<file path="src/rtl/multi_box_bouncer.sv">
// Animates N_BOXES bouncing boxes; one box state update per cycle during vblank.
// Pixel colour is composited with lowest-index priority and registered.
module multi_box_bouncer #(
    parameter int SCREEN_WIDTH  = 640,
    parameter int SCREEN_HEIGHT = 480,
    parameter int N_BOXES       = 4,
    parameter int BOX_WIDTH     = 64,
    parameter int BOX_HEIGHT    = 48,
    parameter int VEL_W         = 4
) (
    input  logic                             clk,
    input  logic                             rst_n,
    input  logic                             frame_tick,
    input  logic                             pause,
    input  logic                             visible,
    input  logic [$clog2(SCREEN_WIDTH)-1:0]  position_x,
    input  logic [$clog2(SCREEN_HEIGHT)-1:0] position_y,
    output logic [3:0]                       r,
    output logic [3:0]                       g,
    output logic [3:0]                       b,
    output logic                             busy,
    output logic [15:0]                      bounce_count
);

    localparam int XW    = $clog2(SCREEN_WIDTH);
    localparam int YW    = $clog2(SCREEN_HEIGHT);
    localparam int IW    = (N_BOXES > 1) ? $clog2(N_BOXES) : 1;
    localparam int MAX_X = SCREEN_WIDTH - BOX_WIDTH;
    localparam int MAX_Y = SCREEN_HEIGHT - BOX_HEIGHT;

    localparam logic [IW-1:0]          LAST   = IW'(N_BOXES - 1);
    localparam logic signed [XW+1:0]   MAXX_S = (XW+2)'(MAX_X);
    localparam logic signed [YW+1:0]   MAXY_S = (YW+2)'(MAX_Y);

    typedef enum logic {IDLE, UPDATE} state_t;

    state_t                   state;
    logic [IW-1:0]            idx;
    logic [XW-1:0]            x   [N_BOXES];
    logic [YW-1:0]            y   [N_BOXES];
    logic signed [VEL_W-1:0]  vx  [N_BOXES];
    logic signed [VEL_W-1:0]  vy  [N_BOXES];
    logic [2:0]               col [N_BOXES];

    function automatic logic [XW-1:0] x_init(int i);
        return XW'((16 + 97 * i) % MAX_X);
    endfunction

    function automatic logic [YW-1:0] y_init(int i);
        return YW'((16 + 61 * i) % MAX_Y);
    endfunction

    function automatic logic signed [VEL_W-1:0] vx_init(int i);
        int m;
        m = (i % 3) + 1;
        return (i % 2 == 0) ? VEL_W'(m) : VEL_W'(-m);
    endfunction

    function automatic logic signed [VEL_W-1:0] vy_init(int i);
        return (i % 2 == 0) ? VEL_W'(1) : VEL_W'(-1);
    endfunction

    function automatic logic [2:0] col_init(int i);
        return 3'((i % 7) + 1);
    endfunction

    logic signed [XW+1:0]    tx;
    logic signed [YW+1:0]    ty;
    logic [XW-1:0]           nx;
    logic [YW-1:0]           ny;
    logic signed [VEL_W-1:0] nvx;
    logic signed [VEL_W-1:0] nvy;
    logic                    hx;
    logic                    hy;
    logic [2:0]              ncol;
    logic [15:0]             bump;

    // Next state of the box selected by idx; a wall hit clamps and reflects.
    always_comb begin
        tx   = $signed({2'b00, x[idx]}) + (XW+2)'(vx[idx]);
        ty   = $signed({2'b00, y[idx]}) + (YW+2)'(vy[idx]);
        nx   = tx[XW-1:0];
        ny   = ty[YW-1:0];
        nvx  = vx[idx];
        nvy  = vy[idx];
        hx   = 1'b0;
        hy   = 1'b0;
        if (tx[XW+1]) begin
            nx  = '0;
            nvx = -vx[idx];
            hx  = 1'b1;
        end else if (tx > MAXX_S) begin
            nx  = XW'(MAX_X);
            nvx = -vx[idx];
            hx  = 1'b1;
        end
        if (ty[YW+1]) begin
            ny  = '0;
            nvy = -vy[idx];
            hy  = 1'b1;
        end else if (ty > MAXY_S) begin
            ny  = YW'(MAX_Y);
            nvy = -vy[idx];
            hy  = 1'b1;
        end
        ncol = col[idx];
        if (hx | hy)
            ncol = (col[idx] == 3'd7) ? 3'd1 : col[idx] + 3'd1;
    end

    assign bump = {15'b0, hx} + {15'b0, hy};

    always_ff @(posedge clk or negedge rst_n) begin
        if (!rst_n) begin
            state        <= IDLE;
            idx          <= '0;
            busy         <= 1'b0;
            bounce_count <= '0;
            for (int i = 0; i < N_BOXES; i++) begin
                x[i]   <= x_init(i);
                y[i]   <= y_init(i);
                vx[i]  <= vx_init(i);
                vy[i]  <= vy_init(i);
                col[i] <= col_init(i);
            end
        end else begin
            unique case (state)
                IDLE: begin
                    if (frame_tick && !pause) begin
                        state <= UPDATE;
                        busy  <= 1'b1;
                        idx   <= '0;
                    end
                end
                UPDATE: begin
                    x[idx]       <= nx;
                    y[idx]       <= ny;
                    vx[idx]      <= nvx;
                    vy[idx]      <= nvy;
                    col[idx]     <= ncol;
                    bounce_count <= bounce_count + bump;
                    if (idx == LAST) begin
                        state <= IDLE;
                        busy  <= 1'b0;
                    end else begin
                        idx <= idx + 1'b1;
                    end
                end
                default: state <= IDLE;
            endcase
        end
    end

    logic       hit;
    logic [2:0] pcol;

    // Scan from the highest index down so the lowest overlapping box wins.
    always_comb begin
        hit  = 1'b0;
        pcol = '0;
        for (int i = N_BOXES - 1; i >= 0; i--) begin
            if ({1'b0, position_x} >= {1'b0, x[i]} &&
                {1'b0, position_x} <  {1'b0, x[i]} + (XW+1)'(BOX_WIDTH) &&
                {1'b0, position_y} >= {1'b0, y[i]} &&
                {1'b0, position_y} <  {1'b0, y[i]} + (YW+1)'(BOX_HEIGHT)) begin
                hit  = 1'b1;
                pcol = col[i];
            end
        end
    end

    always_ff @(posedge clk or negedge rst_n) begin
        if (!rst_n) begin
            r <= '0;
            g <= '0;
            b <= '0;
        end else if (!visible) begin
            r <= '0;
            g <= '0;
            b <= '0;
        end else if (hit) begin
            r <= {4{pcol[0]}};
            g <= {4{pcol[1]}};
            b <= {4{pcol[2]}};
        end else begin
            r <= 4'h1;
            g <= 4'h1;
            b <= 4'h1;
        end
    end

endmodule

</file>
<file path="config.mk">
export PLATFORM = sky130hd
export DESIGN_NAME = multi_box_bouncer
export DESIGN_NICKNAME = d
export VERILOG_FILES = /design/src/rtl/multi_box_bouncer.sv
export SDC_FILE = /design/constraint.sdc
export NUM_CORES = 1
export LEC_CHECK = 0
export CORE_UTILIZATION = 50
export CTS_BUF_LIST = sky130_fd_sc_hd__clkbuf_4 sky130_fd_sc_hd__clkbuf_8 sky130_fd_sc_hd__clkbuf_16
export DETAILED_ROUTE_END_ITERATION = 7
export HOLD_SLACK_MARGIN = 0.12
export PLACE_DENSITY = 0.71
export SYNTH_ARGS = -nofsm -noshare
export SYNTH_HDL_FRONTEND = slang
export SYNTH_SLANG_ARGS = --single-unit
</file>
<file path="constraint.sdc">
create_clock -name clk -period 5.25 [get_ports clk]
set_input_delay 0.525 -clock clk [delete_from_list [all_inputs] [get_ports clk]]
set_output_delay 0.525 -clock clk [all_outputs]
set_load 0.01 [all_outputs]
</file>
==> impl_metrics.ini, run 1 <==
[sta]
fin_crit_ns = 4.79
min_period_over_period_pct = 91.3
worst_slew_pin_slew_ns = 0.973
fin_tns_setup_ns = 0
rsz0062_at_grt = false
timing.fmax_mhz = 209
setup_viol_count_final = 0
hold_viol = 0
worst_slack_ns = 0.457
relSlewSlack_pct = 34.3
clock-skew-final_ns = 0.0130
slew_viol_final = 0

[place]
place_ws_ns = 0.435
numPortBuffers = 52
dpl_cell_area_um2 = 11700
dpl.hpwl_mm = 20.4
gp_congestion = 0.896

[grt]
grt_pass1_vias = 8462
grt_pass1_wl_mm = 44.4
grtUsageTotal_pct = 25.5
grt_overflow = 0
antenna_found_initial = 0
grt_max_degree = 102

[floorplan]
die_y_um = 150
fp.coreArea_um2 = 21300
start_util_pct = 51.5
die-area_um2 = 22500
die_w_um = 150
pin_count = 53
core.rowCount = 53

[synth]
synth_fp_nets = 1334
synth-edff-count = 0
synth_top_family_by_area = compound AO/OA/AOI/OAI gates
ys_seq_elements = 146
ys.warnings.count = 0
yosys_most_used_dff = dfrtp_1
ys_seq_area_share_pct = 33.9
async_flop_share_pct = 100
synthSimpleGateAreaFrac_pct = 12.4
synth-xor-area-share_pct = 3.92
synth_cell_types = 76
netlist_instances = 1157
avgSynthCellArea_um2 = 9.47
synth-compound-area-share_pct = 17.9
syn-cell-area_um2 = 11000
synth.area.mux_share_pct = 8.63
synthAdderAreaFrac_pct = 17.7

[clock_tree]
clk_path_buf_depth = 2
cts_sinks = 146
clock_latency_ns = 0.43
h-tree-depth = 4
postCtsHoldBufs = 0
cts_tree = yes
numCtsBuffers = 17
post_cts_buffers = 0
post_cts_resize_count = 0
clkTransAtPathRegs_ns = 0.07
cts-root-buf = clkbuf_16

[worst_setup_path]
crit_arrival_ns = 5.12
worstSetupStartpointType = register
cp_max_fo = 11
critPathRequiredTime_ns = 5.57
endpoint_kind = register
reg2reg_to = bounce_count[12]
r2r_slack_ns = 0.46
criticalPathCategory = register to register
timing.rr.start = idx[0]
crit_start = idx[0]
r2r_cells = 20

[route]
wl_mm = 26.8
drt_iter0_drc = 646
dr_total_vias = 8719
wire_per_inst_um = 18.0
ant_nets = 0
viasPerCell = 5.86
drcViolationCount = 0
first_pass_iters = 5

[pwr]
p_int_mw = 2.13
comb_power_share_pct = 24.3
swShare_pct = 33.8
ir_drop_v = 0.000223
leakage_nw = 5.12
power_switching_mw = 1.08
powerDensity_nw_per_um2 = 261
seq_power_share_pct = 38.6
clockPowerShare_pct = 37.0

[layout]
fin_area_um2 = 12300
layout-drive-gt1-share_pct = 13.3
diodes = 0
final_cell_mix = ha_1, nand2_1, o21ai_0, inv_1, dfrtp_1
final_common_cell = ha_1
nets = 1378
area_growth_pct = 12.3

[min_path]
hold_class = primary input to async pin

[job]
maxCapViolations = 0

[status]
status = complete, no violations
==> critical path, cell delays in order, from the launching register on <==
cell and delay, ns:
dfrtp_2 0.53, buf_4 0.29, mux4_2 0.53, ha_1 0.23, fa_1 0.42, a21o_1 0.21
a31oi_1 0.24, o31ai_1 0.12, xor2_1 0.33, a21oi_1 0.12, nand2_1 0.15, inv_1 0.08
fa_1 0.38, inv_1 0.10, ha_1 0.19, nand3_1 0.07, nor2_1 0.22, nand2_1 0.10
nor2_1 0.15, nand2_1 0.09, xnor2_1 0.13
==> cell type report <==
| type | instances | area, um2 |
|---|---|---|
| inverters | 109 | 409 |
| clock buffers | 17 | 425 |
| multi-input cells | 860 | 6630 |
| clock inverters | 15 | 146 |
| flip-flops and latches | 146 | 3720 |
| repair buffers | 67 | 634 |
| well taps | 275 | 344 |
| fillers | 1846 | 8970 |
==> routing by layer <==
| metal | vias to the layer above | global-route usage, % | part of all wire (%) |
|---|---|---|---|
| met5 | - | 0 | 0 |
| met4 | 0 | 8.48 | 2.2 |
| met3 | 39 | 3.60 | 4.7 |
| met2 | 210 | 38.5 | 44 |
| met1 | 4213 | 37.2 | 49 |
| li1 | 4257 | - | - |
==> worst max-delay path by stage <==
| stage | to | cells past startpoint |
|---|---|---|
| floorplan | bounce_count[12] | 23 |
| global placement | bounce_count[12] | 19 |
| detailed placement | bounce_count[12] | 19 |
| CTS | bounce_count[12] | 20 |
| global route | bounce_count[12] | 19 |
| finish | bounce_count[12] | 20 |
==> power by group through the flow <==
stage	clock, mW	sequential, mW	combinational (mW)
final	1.19	1.24	0.781
after global routing	1.25	1.25	0.859
after CTS	1.20	1.24	0.781
after detailed placement	0	1.26	0.777
after global placement	0	1.26	0.759
after floorplan	0	1.21	0.556
==> registers in the layout (all words and copies together) (netlist names) <==
| signal | flops |
|---|---|
| col | 12 |
| b | 2 |
| idx | 2 |
| bounce_count | 16 |
| state | 1 |
| g | 2 |
| r | 2 |
| vx | 16 |
| busy | 1 |
| vy | 16 |
| y | 36 |
| x | 40 |
==> synth_stat cells (6+ instances only) <==
| master | n | share of area (%) |
|---|---|---|
| o21a_1 | 16 | 1.1 |
| a21oi_1 | 39 | 1.8 |
| mux4_2 | 30 | 6.2 |
| nand2_1 | 138 | 4.7 |
| ha_1 | 150 | 17 |
| o211ai_1 | 6 | 0.41 |
| nand2b_1 | 14 | 0.80 |
| buf_4 | 7 | 0.48 |
| clkbuf_1 | 29 | 0.99 |
| o21bai_1 | 6 | 0.41 |
| a2111oi_0 | 8 | 0.64 |
| inv_1 | 108 | 3.7 |
| nor2_1 | 43 | 1.5 |
| xnor2_1 | 33 | 2.6 |
| a21o_1 | 15 | 1.0 |
| nor3_1 | 14 | 0.64 |
| dfrtp_1 | 94 | 21 |
| xor2_1 | 16 | 1.3 |
| and3_1 | 6 | 0.34 |
| a31oi_1 | 13 | 0.74 |
| o31ai_1 | 9 | 0.62 |
| a211oi_1 | 14 | 0.96 |
| mux2_2 | 16 | 1.6 |
| mux2i_1 | 9 | 0.82 |
| nor2b_1 | 9 | 0.51 |
| o21ai_0 | 130 | 5.9 |
| nand4_1 | 12 | 0.68 |
| nand3_1 | 29 | 1.3 |
| dfstp_2 | 52 | 12 |
| o21ai_1 | 8 | 0.37 |
==> through the flow <==
stage | power (mW) | utilization, % | instances | hold slack, ns
floorplan | 1.77 | - | 1157 | 0.229
global placement | 2.01 | 55.2 | 1457 | 0.455
detailed placement | 2.04 | 55.2 | 1457 | 0.462
CTS | 3.23 | 57.8 | 1489 | 0.230
global route | 3.36 | 57.8 | 1489 | 0.266
finish | 3.21 | 57.8 | 1489 | 0.180
==> cell families after synthesis <==
logic type               count (synthesis)
AO/OA/AOI/OAI                          309
XOR/XNOR                                49
adder cells (fa/ha/maj)                153
buffers and inverters                  151
flip-flops                             146
multiplexers                            55
AND/OR/NAND/NOR                        294
Power figures use the tool's default switching activity.
==> run 2, diff against run 1 <==
Settings changed: GPL_TIMING_DRIVEN from default to 0.
==> run 2 against run 1 <==
Effect of this change:
- global-route usage up 1.5 points
- register-to-register slack worse by 0.19 ns
- hold slack worse by 0.082 ns
- via count up 3.1%
- clock power about the same
- sequential cell count unchanged
- critical endpoint unchanged
==> impl_metrics.ini, run 2 (synthesis results as in run 1) <==
[status]
status = complete, no violations

[grt]
grt_pass1_wl_mm = 46.1
grt_max_degree = 76
antenna_found_initial = 0
grt_overflow = 0
grtUsageTotal_pct = 27.0
grt_pass1_vias = 8750

[layout]
area_growth_pct = 14.5
nets = 1408
final_cell_mix = ha_1, nand2_1, o21ai_0, inv_1, dfrtp_1
fin_util_pct = 59.0
top_register = x
final_common_cell = ha_1
largestRegisters = x x40, y x36
largest_reg_flops = 40
layout-drive-gt1-share_pct = 13.9
diodes = 0

[pwr]
leakage_nw = 5.21
power.total_mw = 3.34
ir_drop_v = 0.000266
powerDensity_nw_per_um2 = 266

[route]
ant_nets = 0
drt_iter0_drc = 630
drcViolationCount = 0
dr_total_vias = 8989
wire_per_inst_um = 19.0
viasPerCell = 5.92
first_pass_iters = 5
wl_mm = 28.9

[clock_tree]
cts_sinks = 146
clk_path_buf_depth = 2
clkTransAtPathRegs_ns = 0.07
cts_tree = yes
h-tree-depth = 4
clock_latency_ns = 0.43
numCtsBuffers = 17
postCtsHoldBufs = 0
cts-root-buf = clkbuf_16

[sta]
clock-skew-final_ns = 0.0128
relSlewSlack_pct = 35.7
min_period_over_period_pct = 95.0
hold_viol = 0
worst_slew_pin_slew_ns = 0.952
fin_tns_setup_ns = 0
timing.fmax_mhz = 201
fin_crit_ns = 4.99
setup_viol_count_final = 0
slew_viol_final = 0

[place]
dpl.hpwl_mm = 22.2
numPortBuffers = 52
gp_congestion = 0.926

[worst_setup_path]
cp_max_fo = 10
critPathRequiredTime_ns = 5.57
timing.rr.start = idx[1]
criticalPathCategory = register to register
crit_start = idx[1]
endpoint_kind = register
crit_arrival_ns = 5.31
worstSetupStartpointType = register

[min_path]
hold_class = primary input to async pin

[floorplan]
start_util_pct = 51.5
die_w_um = 150
pin_count = 53
die_y_um = 150
die-area_um2 = 22500
core.rowCount = 53
fp.coreArea_um2 = 21300

[job]
maxCapViolations = 0
## run 2: cell count changes in the layout (fill, tap and decap cells not counted), moves of 2 or more
cell / before / now
buf_6: 1 / 3
nor2_1: 43 / 41
inv_6: 7 / 1
buf_12: 0 / 2
clkbuf_4: 0 / 3
clkinvlp_4: 1 / 3
clkbuf_1: 0 / 23
## run 2: final timing paths
path / endpoint / slack, ns / cells after the start
min in group clk: vx[5] / 0.46 / 2
max: bounce_count[12] / 0.26 / 23
max reg2reg: bounce_count[12] / 0.26 / 23
max in group asynchronous: y[21] / 4.32 / 2
min reg2reg: vx[5] / 0.46 / 2
min: x[3] / 0.1 / 1
## run 2: what timing repair did
| item | CTS | global route |
|---|---|---|
| buffers inserted | 4 | 2 |
| resized for setup | 15 | 13 |
| setup endpoints to repair | 42 | 8 |
| pin swaps | 3 | 3 |
## run 2: metal layers
metal  part of all wire, %  vias to the layer above  routed length (um)  GRT usage (%)
met5                     0                        -                   0              0
met4                   2.1                        0                 596           9.55
met3                   5.7                       39                1640           4.21
met1                    46                     4347               13200           37.6
li1                      -                     4317                   -              -
met2                    46                      286               13400           42.4
## run 2: area by class of cell
cell class / count / area [um2]
repair buffers: 59 / 594
fillers: 1842 / 8730
well taps: 275 / 344
clock inverters: 11 / 131
clock buffers: 20 / 454
multi-input cells: 860 / 6670
plain buffers: 38 / 228
inverters: 109 / 409
flip-flops and latches: 146 / 3720
## run 2: power by group
part / switching [mW] / internal, mW / leakage (nW) / total [mW]
registers: 0.0363 / 1.17 / 1.81 / 1.21
clock network: 0.491 / 0.722 / 0.280 / 1.21
logic: 0.605 / 0.319 / 3.12 / 0.924
## run 2: through the flow
step / area, um2 / std cells / setup WS, ns / hold WS, ns
2_1_floorplan: 11000 / 1157 / 0.140 / 0.229
3_3_place_gp: 11800 / 1484 / -2.15 / 0.454
3_5_place_dp: 11900 / 1485 / -0.955 / 0.461
4_1_cts: 12500 / 1518 / 0.0213 / 0.133
5_1_grt: 12600 / 1518 / -0.00863 / 0.155
6_report: 12600 / 1518 / 0.264 / 0.0985
## run 2: worst max-delay path, cell delays in order (launching register included)
cell and delay [ns]:
dfrtp_2 0.46, clkbuf_4 0.29, buf_4 0.27, mux4_2 0.26
ha_1 0.21, inv_1 0.06, fa_1 0.40, nand2b_1 0.21
a21oi_1 0.32, or4_1 0.20, o311ai_1 0.15, a41oi_2 0.28
or2_4 0.21, inv_2 0.05, buf_6 0.16, fa_1 0.39
inv_1 0.08, ha_1 0.18, nand3_1 0.10, nor2_2 0.13
nand2_1 0.09, nor2_1 0.18, nand2_1 0.09, xnor2_1 0.12
==> run 3, diff against run 2 <==
--- a/config.mk
+++ b/config.mk
@@ -7,2 +7,3 @@
 export LEC_CHECK = 0
+export CORE_ASPECT_RATIO = 1.5
 export CORE_UTILIZATION = 50
@@ -12,3 +13,3 @@
 export HOLD_SLACK_MARGIN = 0.12
-export PLACE_DENSITY = 0.71
+export PLACE_DENSITY = 0.8
 export SYNTH_ARGS = -nofsm -noshare
==> constraint.sdc (replaced) <==
create_clock -name clk -period 5.25 [get_ports clk]
set_input_delay 0.7875 -clock clk [delete_from_list [all_inputs] [get_ports clk]]
set_output_delay 0.7875 -clock clk [all_outputs]
set_load 0.01 [all_outputs]
==> run 3 against run 2 <==
Effect of this change:
- first-iteration DRC count increased by 18%
- die area about the same
- sequential power about the same
==> impl_metrics.ini, run 3 (synthesis results as in run 1) <==
[status]
status = complete, no violations

[sta]
setup_viol_count_final = 0
slew_viol_final = 0
hold_viol = 0
fin_tns_setup_ns = 0
timing.fmax_mhz = 197
relSlewSlack_pct = 43.3
fin_crit_ns = 5.07
min_period_over_period_pct = 96.6
worst_slew_pin_slew_ns = 0.840
clock-skew-final_ns = 0.0113
worst_slack_ns = 0.178

[floorplan]
die_w_um = 123
pin_count = 53
die_y_um = 183
start_util_pct = 50.9
core.rowCount = 66
fp.coreArea_um2 = 21600
die-area_um2 = 22500

[layout]
top_register = x
final_common_cell = ha_1
area_growth_pct = 14.7
nets = 1409
largest_reg_flops = 40
layout-drive-gt1-share_pct = 14.7
diodes = 0
fin_area_um2 = 12600
largestRegisters = x x40, y x36
final_cells = 1517
fillCellCount = 1799
final_cell_mix = ha_1, nand2_1, o21ai_0, inv_1, dfrtp_1

[clock_tree]
cts_tree = yes
clkTransAtPathRegs_ns = 0.07
cts_sinks = 146
h-tree-depth = 4
clock_latency_ns = 0.44
postCtsHoldBufs = 0
cts-root-buf = clkbuf_16
clk_path_buf_depth = 2
numCtsBuffers = 17

[min_path]
hold_class = primary input to async pin

[pwr]
power.total_mw = 3.36
clockPowerShare_pct = 35.0
ir_drop_v = 0.000254
power_switching_mw = 1.23
seq_power_share_pct = 35.8
p_int_mw = 2.13
swShare_pct = 36.6
powerDensity_nw_per_um2 = 267
comb_power_share_pct = 29.2
leakage_nw = 5.19

[place]
dpl_cell_area_um2 = 11900
gp_congestion = 0.914
dp.cells = 1482
place_ws_ns = -1.02
dpl.hpwl_mm = 23.3
numPortBuffers = 52

[route]
drt_iter0_drc = 745
wire_per_inst_um = 20.2
ant_nets = 0
drcViolationCount = 0
wl_mm = 30.7
viasPerCell = 6.18
dr_total_vias = 9381
first_pass_iters = 6

[worst_setup_path]
criticalPathCategory = register to register
crit_arrival_ns = 5.39
cp_max_fo = 10
worstSetupStartpointType = register
critPathRequiredTime_ns = 5.57
endpoint_kind = register

[grt]
grtUsageTotal_pct = 28.5
grt_pass1_wl_mm = 48.2
grt_pass1_vias = 9344
grt_overflow = 0
grt_max_degree = 82
antenna_found_initial = 0

[job]
maxCapViolations = 0
## run 3: cell type report
cell class / count / area (um2) / share of cell area, %
Buffer: 39 / 243 / 1.93
Clock buffer: 17 / 425 / 3.39
Clock inverter: 15 / 140 / 1.12
Inverter: 109 / 409 / 3.26
Multi-Input combinational cell: 860 / 6700 / 53.3
Sequential cell: 146 / 3720 / 29.6
Tap cell: 272 / 340 / 2.71
Timing Repair Buffer: 59 / 594 / 4.73
## run 3: metal layers
layer  global-route usage (%)  part of all wire, %
met1                     31.1                   37
met2                     50.1                   52
met3                     4.38                  4.3
met4                     18.8                  6.6
met5                        0                    0
## run 3: timing repair
item	4_1_cts	5_1_grt
endpoints found under the setup margin	38	9
buffers inserted	3	3
hold endpoints to repair	0	0
resized for setup	17	18
pin swaps	4	5
## run 3: power groups by stage
stage	clock, mW	sequential, mW	combinational (mW)
global placement	0	1.22	0.895
finish	1.18	1.20	0.980
CTS	1.19	1.20	0.944
floorplan	0	1.21	0.556
global route	1.24	1.20	1.03
detailed placement	0	1.22	0.909
## run 3: critical path, stage by stage (launching register included)
cell and delay [ns]:
dfrtp_2 0.44, clkbuf_4 0.28, clkbuf_4 0.32, mux4_2 0.23, ha_1 0.19, inv_1 0.07
fa_1 0.40, nand2b_1 0.23, a21oi_1 0.18, xor2_1 0.24, o311ai_0 0.19, a41oi_2 0.35
or2_4 0.23, inv_2 0.05, buf_6 0.16, fa_1 0.39, inv_1 0.10, ha_1 0.19
nand3_1 0.13, nor2_4 0.15, nand2_1 0.10, nor2_2 0.13, nand2_1 0.08, xnor2_1 0.13
## run 3: path summary, 6_finish.rpt
kind                         from               end  slack [ns]  cells after the start
setup reg to reg           idx[1]  bounce_count[12]        0.18                     23
min in group clk            vx[9]             vx[9]        0.47                      2
max in group asynchronous   rst_n              y[2]        4.09                      2
hold reg to reg             vx[9]             vx[9]        0.47                      2
setup / recovery           idx[1]  bounce_count[12]        0.18                     23
hold / removal              rst_n             x[33]        0.31                      1
## run 3: per-stage QoR
step                      hold WS (ns)  util (%)
after floorplan                  0.443         -
after global placement           0.453      54.9
after detailed placement         0.460      55.0
after CTS                        0.346      58.0
after global routing             0.364      58.3
final                            0.313      58.3
